$ cat src/rtl/fade_pwm_if.sv
// fade_pwm_if: output bundle of fade_pwm (duty, fade direction, PWM waveform).
// Revision: 1.0 - initial release
`default_nettype none

interface fade_pwm_if #(
    parameter int PWM_INTERVAL = 1200
);
    localparam int W = $clog2(PWM_INTERVAL + 1);

    logic [W-1:0] pwm_value;
    logic         fade_up;
    logic         pwm_out;

    modport master (output pwm_value, output fade_up, output pwm_out);
    modport slave  (input  pwm_value, input  fade_up, input  pwm_out);
endinterface

`default_nettype wire

$ cat src/rtl/fade_pwm.sv
// fade_pwm: triangle-fading PWM generator; duty ramps 0..PWM_INTERVAL and back.
// Macro FADE_PWM_ACTIVE_LOW_EN inverts pwm_out. Revision: 1.0 - initial release
`default_nettype none

module fade_pwm #(
    parameter int PWM_INTERVAL     = 1200,
    parameter int INC_DEC_INTERVAL = 10000,
    parameter int INC_DEC_MAX      = 200
) (
    input  wire logic   clk,
    input  wire logic   rst,
    fade_pwm_if.master  bus
);
    localparam int W    = $clog2(PWM_INTERVAL + 1);
    localparam int SW   = (INC_DEC_INTERVAL > 1) ? $clog2(INC_DEC_INTERVAL) : 1;
    localparam int STEP = (INC_DEC_MAX >= 1) ? (PWM_INTERVAL / INC_DEC_MAX) : 1;

    localparam logic [W-1:0]  FULL      = W'(PWM_INTERVAL);
    localparam logic [W-1:0]  STEP_W    = W'(STEP);
    localparam logic [W-1:0]  PWM_LAST  = W'(PWM_INTERVAL - 1);
    localparam logic [SW-1:0] STEP_LAST = SW'(INC_DEC_INTERVAL - 1);

    generate
        if (PWM_INTERVAL < 1 || INC_DEC_INTERVAL < 1 || INC_DEC_MAX < 1 ||
            (PWM_INTERVAL % INC_DEC_MAX) != 0) begin : g_bad_params
            $error("fade_pwm: illegal parameter set");
        end
    endgenerate

    typedef enum logic [0:0] {
        ST_DOWN = 1'b0,
        ST_UP   = 1'b1
    } state_t;

    state_t         state_q,    state_d;
    logic [W-1:0]   pwm_cnt_q,  pwm_cnt_d;
    logic [SW-1:0]  step_cnt_q, step_cnt_d;
    logic [W-1:0]   value_q,    value_d;
    logic           step_tick;
    logic           pwm_on;

    always_ff @(posedge clk) begin
        if (rst) begin
            state_q    <= ST_UP;
            pwm_cnt_q  <= '0;
            step_cnt_q <= '0;
            value_q    <= '0;
        end else begin
            state_q    <= state_d;
            pwm_cnt_q  <= pwm_cnt_d;
            step_cnt_q <= step_cnt_d;
            value_q    <= value_d;
        end
    end

    assign step_tick = (step_cnt_q == STEP_LAST);

    always_comb begin
        state_d    = state_q;
        value_d    = value_q;
        pwm_cnt_d  = (pwm_cnt_q == PWM_LAST) ? '0 : pwm_cnt_q + 1'b1;
        step_cnt_d = step_tick ? '0 : step_cnt_q + 1'b1;

        // Compare against the end point before adding/subtracting so the
        // arithmetic can never wrap, even for the last step of a ramp.
        if (step_tick) begin
            case (state_q)
                ST_UP: begin
                    if (value_q >= FULL - STEP_W) begin
                        value_d = FULL;
                        state_d = ST_DOWN;
                    end else begin
                        value_d = value_q + STEP_W;
                    end
                end
                default: begin
                    if (value_q <= STEP_W) begin
                        value_d = '0;
                        state_d = ST_UP;
                    end else begin
                        value_d = value_q - STEP_W;
                    end
                end
            endcase
        end
    end

    assign pwm_on        = (pwm_cnt_q < value_q);
    assign bus.pwm_value = value_q;
    assign bus.fade_up   = (state_q == ST_UP);

`ifdef FADE_PWM_ACTIVE_LOW_EN
    assign bus.pwm_out = ~pwm_on;
`else
    assign bus.pwm_out = pwm_on;
`endif

endmodule

`default_nettype wire

$ cat src/flat_wrapper.sv
// flat-port wrapper written by rule: the top's interface ports become plain ports
module fade_pwm_flat 
#(
    parameter int PWM_INTERVAL     = 1200,
    parameter int INC_DEC_INTERVAL = 10000,
    parameter int INC_DEC_MAX      = 200
)
  (clk, rst, bus_pwm_value, bus_fade_up, bus_pwm_out);
  fade_pwm_if #(.PWM_INTERVAL(PWM_INTERVAL)) bus_i ();
  input  wire logic clk;
  input  wire logic rst;
  output wire logic [$bits(bus_i.pwm_value)-1:0] bus_pwm_value;
  output wire logic [$bits(bus_i.fade_up)-1:0] bus_fade_up;
  output wire logic [$bits(bus_i.pwm_out)-1:0] bus_pwm_out;
  assign bus_pwm_value = bus_i.pwm_value;
  assign bus_fade_up = bus_i.fade_up;
  assign bus_pwm_out = bus_i.pwm_out;
  fade_pwm #(.PWM_INTERVAL(PWM_INTERVAL), .INC_DEC_INTERVAL(INC_DEC_INTERVAL), .INC_DEC_MAX(INC_DEC_MAX)) u_core (.clk(clk), .rst(rst), .bus(bus_i));
endmodule
$ cat config.mk
export PLATFORM = sky130hd
export DESIGN_NAME = fade_pwm_flat
export DESIGN_NICKNAME = d
export VERILOG_FILES = /design/src/rtl/fade_pwm_if.sv /design/src/rtl/fade_pwm.sv /design/src/flat_wrapper.sv
export SDC_FILE = /design/constraint.sdc
export NUM_CORES = 1
export LEC_CHECK = 0
export CORE_AREA = 2 2 73 68
export CTS_CLUSTER_DIAMETER = 60
export CTS_CLUSTER_SIZE = 40
export DETAILED_ROUTE_END_ITERATION = 6
export DIE_AREA = 0 0 75 70
export PLACE_DENSITY_LB_ADDON = 0.15
export SYNTH_ARGS = -nofsm -noshare
export SYNTH_HDL_FRONTEND = slang
export SYNTH_SLANG_ARGS = --single-unit
$ cat constraint.sdc
create_clock -name clk -period 2.35 [get_ports clk]
set_input_delay 0.47 -clock clk [delete_from_list [all_inputs] [get_ports clk]]
set_output_delay 0.47 -clock clk [all_outputs]
set_load 0.01 [all_outputs]
* After elaboration in Yosys (flattened, before gate mapping)
Cells that the tools add are included.
Storage, ports and cells: bits in registers 37, bits of input ports 2, output and inout port bits 13, logic and storage cells 21
Cells by class: add/subtract/negate cells 4, magnitude comparators 3, eq/ne operators 2, multiplexer cells 6, reductions and logical operators 2
Operator list (count):
- $mux W11 | 3
- $add A14 B1 Y14 const B | 1
- $eq A14 B14 Y1 const B | 1
- $add A11 B1 Y11 const B | 1
- $add A11 B3 Y11 const B | 1
- $eq A11 B11 Y1 const B | 1
- $ge A11 B11 Y1 const B | 1
- $le A11 B3 Y1 const B | 1
- $lt A11 B11 Y1 | 1
- $sub A11 B3 Y11 const B | 1
- $reduce_or A2 Y1 | 2
- $mux W1 | 3

* Longest topological paths before layout
Gate-level depths: netlist of run 1.
word-level depth 3, mapped depth 8

* Least setup slack after synthesis of run 1
Ideal clock, no wire load.
kind flip-flop to output port, from reg u_core.value_q[1], in the netlist u_core.bus.pwm_value[1], to out bus_pwm_out, arrival time 1.790 ns, data required time 1.880 ns, path slack 0.090 ns, stages on the path, launching flop included 9, path buffers 1, cell sequence dfxtp_1 > clkbuf_1 > inv_1 > ha_1 > o21ai_0 > nand2b_1 > a211oi_1 > o31ai_1 > a31oi_1
On the way: word-level cells in the longest chain between the ends 1
Ends and longest elaborated chain:
- start: declaration | line fade_pwm.sv:38 | logic [W-1:0] value_q, value_d;
- start signal: assignment | line fade_pwm.sv:52 | value_q <= value_d;
- $lt A11 B11 Y1 | line fade_pwm.sv:88 | assign pwm_on = (pwm_cnt_q < value_q);
- end: declaration | line flat_wrapper.sv:14 | output wire logic [$bits(bus_i.pwm_out)-1:0] bus_pwm_out;
Every way passes these cells.

* Worst setup path after layout of run 1
from reg u_core.value_q[6], in the netlist u_core.bus.pwm_value[6], to out bus_pwm_out
Same word-level chain as after synthesis.

==> metrics.md, run 1 <==
| Metric | Value |
|---|---|
| Run status | finished, final reports clean |
| Power per standard cell area | 446.6 nW/um^2 |
| DPL Wire Length | 3.647 mm |
| Dominant cell by count in the synthesized netlist | sky130_fd_sc_hd__dfxtp_1 |
| Count of antenna-violating nets left after detailed routing | 0 |
| Clock network power share | 41.1% |
| Highest layer used for signal routing | met4 |
| Share of Yosys cell area claimed by the top area cell type | 33.45% |
| TritonCTS buffer count | 5 |
| Worst Hold Slack | 0.4551 ns |
| Layout overhead on the synthesized area | 20.67% |
| Power Total | 1161 uW |
| Worst path bufs/invs | 2 |
| Slowest cell on the critical path | sky130_fd_sc_hd__dfxtp_2 |
| Final instance area | 2600 sq um |
| Setup WS pre-CTS | -0.08251 ns |
| Maximum capacitance violations | 0 |
| Num ports | 15 |
| Synth area leader | sky130_fd_sc_hd__dfxtp_1 |
| Final Critical Period | 2.247 ns |
| Total of warnings raised by yosys | 0 |
| Leakage | 0.0009906 uW |
| Antenna cells | 0 |
| Iter 0 DRT Violations | 140 |
| Total congestion overflow | 0 |
| Maximum clock rate | 445.0 MHz |
| Clock tree from TritonCTS | done |
| H-tree levels | 2 |
| Final cycle utilization of the critical path | 95.63% |
| Mapped cell area | 2155 sq um |
| Total iterations of the first detailed-routing run | 4 |
| Number of failing setup endpoints in the final timing report | 0 |
| Number of buffers inserted by port buffering | 13 |
| Critical Path Fanout Max | 2 |
| Chip height | 70 microns |
| Number of sinks handled by clock tree synthesis | 36 |
| Cell count after synthesis | 264 |
| Part of the total power dissipated in sequential elements | 53.8% |
| Cell family with most CP delay | compound AO/OA/AOI/OAI gates |
| Combinational share of power | 5.1% |
| Syn_area_per_cell | 8.161 sq um |
| Maximum number of buffers from clock root to sink | 2 |
| Register-to-Register Path Depth | 6 |
| Crit end category | output port |
| Internal power | 885.8 uW |
| CTS clk-pin slew, worst paths | 0.08 ns |
| Wirelength, routed | 4.989 mm |
| Main area contributors after synthesis | sky130_fd_sc_hd__dfxtp_1 33%, sky130_fd_sc_hd__ha_1 8.1%, sky130_fd_sc_hd__nor2_1 5.6% |
| Via-per-instance ratio | 5.494 |
| Clock skew after layout | 0.003419 ns |
| Number of slew-limit violations in the final report | 0 |
| Die area | 5250 sq um |
| Global-route wire length before repair | 8.604 mm |
| Initial cell density of the core | 46.90% |
| Startpoint of the most critical register-to-register path | u_core.bus.pwm_value[5] |
| Post-detailed-route wirelength per cell | 13.86 microns |
| Class of the tightest hold or removal check | register to register |
| Net total in the final layout | 310 |
| Cell Area, Placed | 2476 sq um |
| List of most frequent post-synthesis cells | 36 x sky130_fd_sc_hd__dfxtp_1, 32 x sky130_fd_sc_hd__nor2_1, 19 x sky130_fd_sc_hd__nand2_1 |
| Number of enable flip-flop cells after synthesis | 0 |
| Final weighted congestion in routability-driven placement | 0.8448 |
| Core area | 4594 sq um |
| End of the worst register-to-register path | u_core.bus.pwm_value[7] |
| Setup ws final | 0.1027 ns |
| Main synth FF type | sky130_fd_sc_hd__dfxtp_1 |
| Share of cells above drive strength 1 | 17.29% |
| Worst endpoint data arrival time | 1.78 ns |
| Source-to-sink clock delay at the later pin of the worst-skew pair | 0.29 ns |
| Endpoints failing hold | 0 |
| Global-route usage over all layers | 20.79% |
| Share of flip-flops with an asynchronous set or reset | 0% |
| Hold path endpoint | u_core.step_cnt_q[0] |
| Post-synthesis sequential area ratio | 33.45% |
| Synthesized flop and latch total | 36 |
| Critical path class | register to output port |
| Worst hold stages | 1 |
| Chain of cells forming the critical path | inv_2 -> ha_4 -> a21o_1 -> a21o_1 -> a21oi_2 -> o31ai_2 -> a31oi_1 -> buf_2 |
| Maximum single-stage delay on the critical path | 0.34 ns |
| Residual DRC | 0 |
| Horizontal die dimension | 75 microns |
| Via count | 1,978 |
| Via count of the first global-routing pass | 1,804 |
| Met3 layer wire length in the routed design | 247 microns |
| Routed met1 length | 2.438 mm |
| Setup slack of the worst register-to-register path | 0.18 ns |
| Cell with the most instances on the worst path | sky130_fd_sc_hd__a21o_1 |
| Net Switching | 275.2 uW |
| Unrepaired setup endpoints after global routing | no |
| Clock root buffer master | sky130_fd_sc_hd__clkbuf_8 |
| Syn_nets | 280 |
| Number of post-CTS setup repair buffers | 0 |
| Total negative slack | 0 ns |
| DR WL met2 | 2.265 mm |
| Worst voltage drop across the vdd grid | 0.3003 mV |
| Number of rows created at floorplan | 24 |
| Critical Path Source Type | register |
| Pin count of the biggest net entering global routing | 17 |
| Switching share of power | 23.71% |
| Distinct cell type count of the synthesized netlist | 50 |
| Number of antenna violations at the first check in global routing | 0 |
| CP Data Required Time | 1.88 ns |
| HP Start | u_core.step_cnt_q[0] |
[worst max path at each step]
| stage | slack (ns) | from | depth (start not counted) | to |
|---|---|---|---|---|
| 2_1_floorplan | 0.09 | u_core.bus.pwm_value[1] | 8 | bus_pwm_out |
| 3_3_place_gp | -0.05 | u_core.bus.pwm_value[6] | 8 | bus_pwm_out |
| 3_5_place_dp | -0.08 | u_core.bus.pwm_value[6] | 8 | bus_pwm_out |
| 4_1_cts | 0.01 | u_core.bus.pwm_value[6] | 8 | bus_pwm_out |
| 5_1_grt | 0.0007 | u_core.bus.pwm_value[1] | 8 | bus_pwm_out |
| 6_report | 0.10 | u_core.bus.pwm_value[6] | 8 | bus_pwm_out |
[flip-flops by register name (all words and copies together), names as in the netlist]
register,cells
u_core.bus.fade_up,1
u_core.bus.pwm_value,10
u_core.pwm_cnt_q,11
u_core.step_cnt_q,14
[stage by stage]
| stage | cells | util, % |
|---|---|---|
| global route | 360 | 56.59 |
| CTS | 360 | 55.91 |
| global placement | 352 | 53.89 |
| finish | 360 | 56.59 |
| detailed placement | 352 | 53.89 |
| floorplan | 264 | - |
[layout by cell type, fill, tap and decap left out, types with 2 or more instances in the layout]
cell type / instances
sky130_fd_sc_hd__dfxtp_1: 34
sky130_fd_sc_hd__nor2_1: 32
sky130_fd_sc_hd__buf_4: 24
sky130_fd_sc_hd__nand2_1: 19
sky130_fd_sc_hd__nand3_1: 13
sky130_fd_sc_hd__ha_1: 13
sky130_fd_sc_hd__clkdlybuf4s50_1: 12
sky130_fd_sc_hd__xnor2_1: 11
sky130_fd_sc_hd__o21ai_0: 10
sky130_fd_sc_hd__and3_1: 10
sky130_fd_sc_hd__xor2_1: 10
sky130_fd_sc_hd__nor3_1: 9
sky130_fd_sc_hd__inv_1: 8
sky130_fd_sc_hd__a21oi_1: 7
sky130_fd_sc_hd__o21ai_1: 7
sky130_fd_sc_hd__clkbuf_8: 6
sky130_fd_sc_hd__inv_2: 5
sky130_fd_sc_hd__nand4_1: 5
sky130_fd_sc_hd__a221oi_1: 5
sky130_fd_sc_hd__a31oi_1: 4
sky130_fd_sc_hd__or3_1: 4
sky130_fd_sc_hd__a21o_1: 3
sky130_fd_sc_hd__nor4_1: 3
sky130_fd_sc_hd__o31ai_1: 3
sky130_fd_sc_hd__nand2b_1: 2
sky130_fd_sc_hd__o211ai_1: 2
sky130_fd_sc_hd__or4_1: 2
sky130_fd_sc_hd__dfxtp_2: 2
[cell type report]
type                       instances  area (sq um)
sequential                        36         723.2
fill                             457          1994
multi-input combinational        201          1345
inverter                          13         48.80
clock inverter                     2         13.76
clock buffer                       6         82.58
timing repair buffer              37         305.3
tap                               65         81.33
[timing repair]
item                       CTS  global route
setup endpoints to repair    1             2
hold buffers                 0             0
gates resized for setup      5             8
pin swaps                    0             3
[layer usage]
| layer | vias to the layer above | GRT usage [%] |
|---|---|---|
| li1 | 1014 | - |
| met1 | 909 | 29.72 |
| met2 | 49 | 31.09 |
| met3 | 6 | 4.762 |
| met4 | 0 | 5.754 |
| met5 | - | 0 |
[cells by family (layout without fill, tap and decap cells)]
group,after synthesis,after routing,synth area share (%)
DFF,36,36,33.45
xor gates and xnor gates,21,21,8.536
AOI/OAI and AO/OA,59,59,19.57
and+or+nand+nor,106,106,24.62
other,1,1,0.1740
adders and majority gates,14,14,8.130
buffers and inverters,27,58,5.516
[power by group through the flow]
stage	clock, uW	sequential, uW	combinational, uW
after floorplan	0	639	33.1
final	477	624	59.7
after global routing	520	626	67.2
after detailed placement	0	639	57.3
after CTS	495	624	54.8
after global placement	0	639	57.4
No activity file was read; power rests on OpenSTA's default activity.
==> run 2: changes to the inputs <==
==> constraint.sdc (replaced) <==
create_clock -name clk -period 2.35 [get_ports clk]
set_input_delay 0.47 -clock clk [delete_from_list [all_inputs] [get_ports clk]]
set_output_delay 0.47 -clock clk [all_outputs]
set_load 0.02 [all_outputs]
==> metrics.md, run 2 (same netlist as run 1, synthesis figures left out) <==
| Metric | Value |
|---|---|
| Clock root buffer master | sky130_fd_sc_hd__clkbuf_8 |
| Number of buffers inserted by port buffering | 13 |
| Number of failing setup endpoints in the final timing report | 0 |
| Maximum clock rate | 450.8 MHz |
| Source-to-sink clock delay at the later pin of the worst-skew pair | 0.29 ns |
| Worst voltage drop across the vdd grid | 0.3856 mV |
| Total iterations of the first detailed-routing run | 4 |
| Pin count of the biggest net entering global routing | 13 |
| Critical Path Source Type | register |
| Count of antenna-violating nets left after detailed routing | 0 |
| Final cycle utilization of the critical path | 94.39% |
| Antenna cells | 0 |
| TritonCTS buffer count | 5 |
| Via count | 2,012 |
| Leakage | 0.001026 uW |
| Via-per-instance ratio | 5.527 |
| Chain of cells forming the critical path | inv_1 -> ha_1 -> o21ai_2 -> nand2b_1 -> a211oi_2 -> o31ai_2 -> a31oi_2 -> buf_4 |
| Headroom to the max-slew limit | 67.51% |
| Critical Path Fanout Max | 2 |
| Crit end category | output port |
| Register containing the most flip-flops in the final layout | u_core.step_cnt_q |
| Worst Hold Slack | 0.4576 ns |
| Chip height | 70 microns |
| Maximum capacitance violations | 0 |
| Clock skew after layout | 0.007224 ns |
| Global-route wire length before repair | 8.921 mm |
| Run status | finished, final reports clean |
| Slowest cell on the critical path | sky130_fd_sc_hd__dfxtp_2 |
| Num ports | 15 |
| Final weighted congestion in routability-driven placement | 0.8565 |
| DPL Wire Length | 3.718 mm |
| Share of cells above drive strength 1 | 18.73% |
| Net total in the final layout | 314 |
| Number of antenna violations at the first check in global routing | 0 |
| Clock tree from TritonCTS | done |
| Cell family with most CP delay | compound AO/OA/AOI/OAI gates |
| Residual DRC | 0 |
| Class of the tightest hold or removal check | register to register |
| FF+latch area | 723.2 sq um |
| Worst path bufs/invs | 2 |
| Endpoints failing hold | 0 |
| CP Data Required Time | 1.88 ns |
| CTS clk-pin slew, worst paths | 0.07 ns |
| Commonest cells after routing, fill and taps aside | 34 x sky130_fd_sc_hd__dfxtp_1, 32 x sky130_fd_sc_hd__nor2_1, 29 x sky130_fd_sc_hd__buf_4, 19 x sky130_fd_sc_hd__nand2_1 |
| Setup slack of the worst register-to-register path | 0.19 ns |
| Count of hold-fix buffers inserted at cts | 0 |
| Die area | 5250 sq um |
| Total congestion overflow | 0 |
| Max reg flops | 14 |
| Total negative slack | 0 ns |
| Power per standard cell area | 484.9 nW/um^2 |
| Initial cell density of the core | 46.90% |
| Global-route usage over all layers | 21.60% |
| Critical path class | register to output port |
| Area used by multi-input combinational logic | 1351 sq um |
| Via count of the first global-routing pass | 1,930 |
| Layout overhead on the synthesized area | 23.87% |
| Worst endpoint data arrival time | 1.75 ns |
| Final Critical Period | 2.218 ns |
| Core area | 4594 sq um |
| Wirelength, routed | 5.116 mm |
| Leading cell type in the layout, fill and taps excluded | sky130_fd_sc_hd__dfxtp_1 |
| H-tree levels | 2 |
| Number of slew-limit violations in the final report | 0 |
| Maximum number of buffers from clock root to sink | 2 |
| Horizontal die dimension | 75 microns |
| Actual slew at the worst max-slew pin | 0.4806 ns |
| Post-detailed-route wirelength per cell | 14.05 microns |
| Number of sinks handled by clock tree synthesis | 36 |
| Fillcell total | 446 |
| Number of rows created at floorplan | 24 |
| Iter 0 DRT Violations | 165 |
| Maximum single-stage delay on the critical path | 0.33 ns |
-- run 2: cell count changes in the layout (fill, tap and decap cells not counted), sizes merged --
cell    previous run  this run
buf               25        29
bufinv             0         1
clkbuf             6         7
clkinv             1         0
inv               14        13
-- run 2: through the flow --
| stage | instance area (sq um) | setup slack (ns) | utilization [%] | power [uW] | cells |
|---|---|---|---|---|---|
| 5_1_grt | 2669 | -0.006941 | 58.09 | 1340 | 364 |
| 3_5_place_dp | 2512 | -0.1583 | 54.68 | 700.6 | 356 |
| 6_report | 2669 | 0.1317 | 58.09 | 1294 | 364 |
| 4_1_cts | 2651 | 0.003563 | 57.71 | 1308 | 364 |
| 3_3_place_gp | 2512 | -0.1445 | 54.68 | 700.7 | 356 |
| 2_1_floorplan | 2163 | 0.02158 | - | 677.0 | 264 |
-- run 2: worst paths after layout --
kind | from | to | cells past startpoint
max | u_core.bus.pwm_value[1] | bus_pwm_out | 8
min | u_core.step_cnt_q[0] | u_core.step_cnt_q[0] | 1
max reg2reg | u_core.bus.pwm_value[5] | u_core.bus.pwm_value[7] | 6
min reg2reg | u_core.step_cnt_q[0] | u_core.step_cnt_q[0] | 1
-- run 2: worst register-to-register path, cell delays in order (launching register included) --
cell                       delay [ns]
sky130_fd_sc_hd__dfxtp_1         0.31
sky130_fd_sc_hd__buf_4           0.15
sky130_fd_sc_hd__or4_1           0.74
sky130_fd_sc_hd__or3_1           0.38
sky130_fd_sc_hd__a31oi_1         0.17
sky130_fd_sc_hd__o21ai_1         0.12
sky130_fd_sc_hd__a221oi_2        0.22
-- run 2: cell type report --
class / instances / share of cell area (%)
repair buffers: 41 / 12.66
multi-input cells: 201 / 50.63
clock buffers: 7 / 3.610
inverters: 13 / 1.828
flip-flops and latches: 36 / 27.10
well taps: 65 / 3.047
clock inverters: 1 / 1.125
-- run 2: what timing repair did --
item	4_1_cts	5_1_grt
cloned	0	0
gates resized for setup	9	5
pin swaps	0	4
buffers inserted	0	0
setup endpoints to repair	1	1
-- run 2: report_power, final --
part	internal [uW]	switching (uW)	total (uW)
combinational	31.0	35.6	66.6
clock	375	228	603
sequential	618	6.12	624
total	1020	270	1290
-- run 2: layer usage --
metal | GRT usage, % | vias to the layer above | routed length (microns)
met5 | 0 | - | 0
met4 | 8.532 | 0 | 92
met3 | 4.906 | 12 | 233
met2 | 32.75 | 47 | 2367
met1 | 29.36 | 930 | 2423
li1 | - | 1023 | -
==> run 3: changes to the inputs <==
--- a/config.mk
+++ b/config.mk
@@ -5,6 +5,7 @@
 export SDC_FILE = /design/constraint.sdc
 export NUM_CORES = 1
 export LEC_CHECK = 0
+export ABC_CLOCK_PERIOD_IN_PS = 2000
 export CORE_AREA = 2 2 73 68
 export CTS_CLUSTER_DIAMETER = 60
 export CTS_CLUSTER_SIZE = 40
==> constraint.sdc (replaced) <==
create_clock -name clk -period 2 [get_ports clk]
set_input_delay 0.4 -clock clk [delete_from_list [all_inputs] [get_ports clk]]
set_output_delay 0.4 -clock clk [all_outputs]
set_load 0.02 [all_outputs]
==> metrics.md, run 3 (same netlist as run 1, synthesis figures left out) <==
| Metric | Value |
|---|---|
| TritonCTS buffer count | 5 |
| Number of placed instances with taps included | 365 |
| Global-route wire length before repair | 9.059 mm |
| Crit end category | output port |
| Final core area utilization | 61.36% |
| Post-detailed-route wirelength per cell | 14.37 microns |
| Via-per-instance ratio | 5.492 |
| Fillcell total | 399 |
| Critical path class | register to output port |
| Run status | finished, violations left |
| Leakage | 0.001085 uW |
| Die area | 5250 sq um |
| Source-to-sink clock delay at the later pin of the worst-skew pair | 0.29 ns |
| Final Critical Period | 2.117 ns |
| Final instance area | 2819 sq um |
| Headroom to the max-slew limit | 65.97% |
| Wirelength, routed | 5.402 mm |
| Iter 0 DRT Violations | 133 |
| Layout overhead on the synthesized area | 30.84% |
| Met3 layer wire length in the routed design | 178 microns |
| Leading cell type in the layout, fill and taps excluded | sky130_fd_sc_hd__buf_4 |
| Commonest cells after routing, fill and taps aside | 39 x sky130_fd_sc_hd__buf_4, 31 x sky130_fd_sc_hd__nor2_1, 28 x sky130_fd_sc_hd__dfxtp_1, 19 x sky130_fd_sc_hd__nand2_1, 13 x sky130_fd_sc_hd__nand3_1 |
| Number of failing setup endpoints in the final timing report | 6 |
| Pin count of the biggest net entering global routing | 17 |
| Class of the tightest hold or removal check | register to register |
| Total negative slack | -0.3743 ns |
| Routed met1 length | 2.528 mm |
| Number of rows created at floorplan | 24 |
| Register containing the most flip-flops in the final layout | u_core.step_cnt_q |
| Maximum capacitance violations | 0 |
| Num ports | 15 |
| Critical Path Source Type | register |
| Count of hold-fix buffers inserted at cts | 0 |
| Number of slew-limit violations in the final report | 0 |
| Share of cells above drive strength 1 | 27.33% |
| Clock skew after layout | 0.007709 ns |
| Critical Path Fanout Max | 2 |
| Via count | 2,065 |
| CTS clk-pin slew, worst paths | 0.07 ns |
| Antenna cells | 0 |
| Worst voltage drop across the vdd grid | 0.2849 mV |
| Count of antenna-violating nets left after detailed routing | 0 |
| Clock root buffer master | sky130_fd_sc_hd__clkbuf_8 |
| Clock tree from TritonCTS | done |
| Net total in the final layout | 327 |
| Setup slack of the worst register-to-register path | -0.08 ns |
| Final cycle utilization of the critical path | 105.8% |
| H-tree levels | 2 |
| Setup ws final | -0.1166 ns |
| CP Data Required Time | 1.60 ns |
| DR WL met2 | 2.573 mm |
| Max reg flops | 14 |
| Number of non-filler instances in the completed layout | 376 |
| Cell Area, Placed | 2606 sq um |
| Chip height | 70 microns |
| Unrepaired setup endpoints after global routing | yes |
| Number of buffers inserted by port buffering | 13 |
| Maximum clock rate | 472.5 MHz |
| Initial cell density of the core | 46.90% |
| Maximum number of buffers from clock root to sink | 2 |
| Residual DRC | 0 |
| Total iterations of the first detailed-routing run | 4 |
| Horizontal die dimension | 75 microns |
| Highest layer used for signal routing | met4 |
| DPL Wire Length | 3.812 mm |
| Core area | 4594 sq um |
| Global-route usage over all layers | 22.22% |
| Number of sinks handled by clock tree synthesis | 36 |
| Worst endpoint data arrival time | 1.72 ns |
| Endpoints failing hold | 0 |
| Power per standard cell area | 462.4 nW/um^2 |
| Via count of the first global-routing pass | 1,936 |
| Number of antenna violations at the first check in global routing | 0 |
| Total congestion overflow | 0 |
| Failing checks | setup timing |
| Actual slew at the worst max-slew pin | 0.5058 ns |
| Final weighted congestion in routability-driven placement | 0.9246 |
run 3: cell types whose count changed in the layout (fill, tap and decap cells not counted), sizes merged:
cell    before  now
buf         29   42
bufinv       1    0
clkbuf       7    6
clkinv       0    1
run 3: worst paths after layout:
| check | to | depth (start not counted) | startpoint |
|---|---|---|---|
| worst max-delay path | bus_pwm_out | 7 | u_core.pwm_cnt_q[6] |
| worst min-delay path | u_core.step_cnt_q[0] | 1 | u_core.step_cnt_q[0] |
| worst max register to register | u_core.bus.pwm_value[3] | 7 | u_core.bus.pwm_value[6] |
| worst min register to register | u_core.step_cnt_q[0] | 1 | u_core.step_cnt_q[0] |
run 3: what timing repair did:
| item | in CTS | in global routing |
|---|---|---|
| buffers inserted | 3 | 1 |
| setup endpoints to repair | 7 | 8 |
| resized for setup | 19 | 12 |
| pin swaps | 13 | 10 |
run 3: area by class of cell:
cell class	count	area (sq um)	area share (%)
Inverter	13	51.30	1.820
Timing Repair Buffer	54	455.4	16.16
Clock inverter	1	5.005	0.1775
Multi-Input combinational cell	201	1420	50.38
Tap cell	65	81.33	2.885
Clock buffer	6	72.57	2.574
Sequential cell	36	733.2	26.01
run 3: critical path, cell delays in order, from the launching register on:
cell	delay [ns]
sky130_fd_sc_hd__dfxtp_2	0.38
sky130_fd_sc_hd__ha_4	0.22
sky130_fd_sc_hd__a21o_1	0.15
sky130_fd_sc_hd__a21o_1	0.16
sky130_fd_sc_hd__a21oi_2	0.16
sky130_fd_sc_hd__o31ai_2	0.09
sky130_fd_sc_hd__a31oi_2	0.12
sky130_fd_sc_hd__buf_4	0.16
run 3: power by group:
part	internal, uW	switching, uW
clock	237	254
combinational	36.7	41.3
sequential	726	8.81
total	999	304
run 3: through the flow:
step	power [uW]	setup WS, ns	hold WS [ns]
3_3_place_gp	820.7	-0.3417	0.4332
3_5_place_dp	821.2	-0.3784	0.4454
4_1_cts	1322	-0.1315	0.4614
2_1_floorplan	795.7	0.006947	0.4175
6_report	1304	-0.1166	0.4616
5_1_grt	1354	-0.2101	0.4785
run 3: per-layer routing:
metal  vias to the layer above  track usage [%]
li1                       1049                -
met1                       957            30.04
met2                        48            34.89
met3                        11            3.608
met4                         0            8.730
met5                         -                0
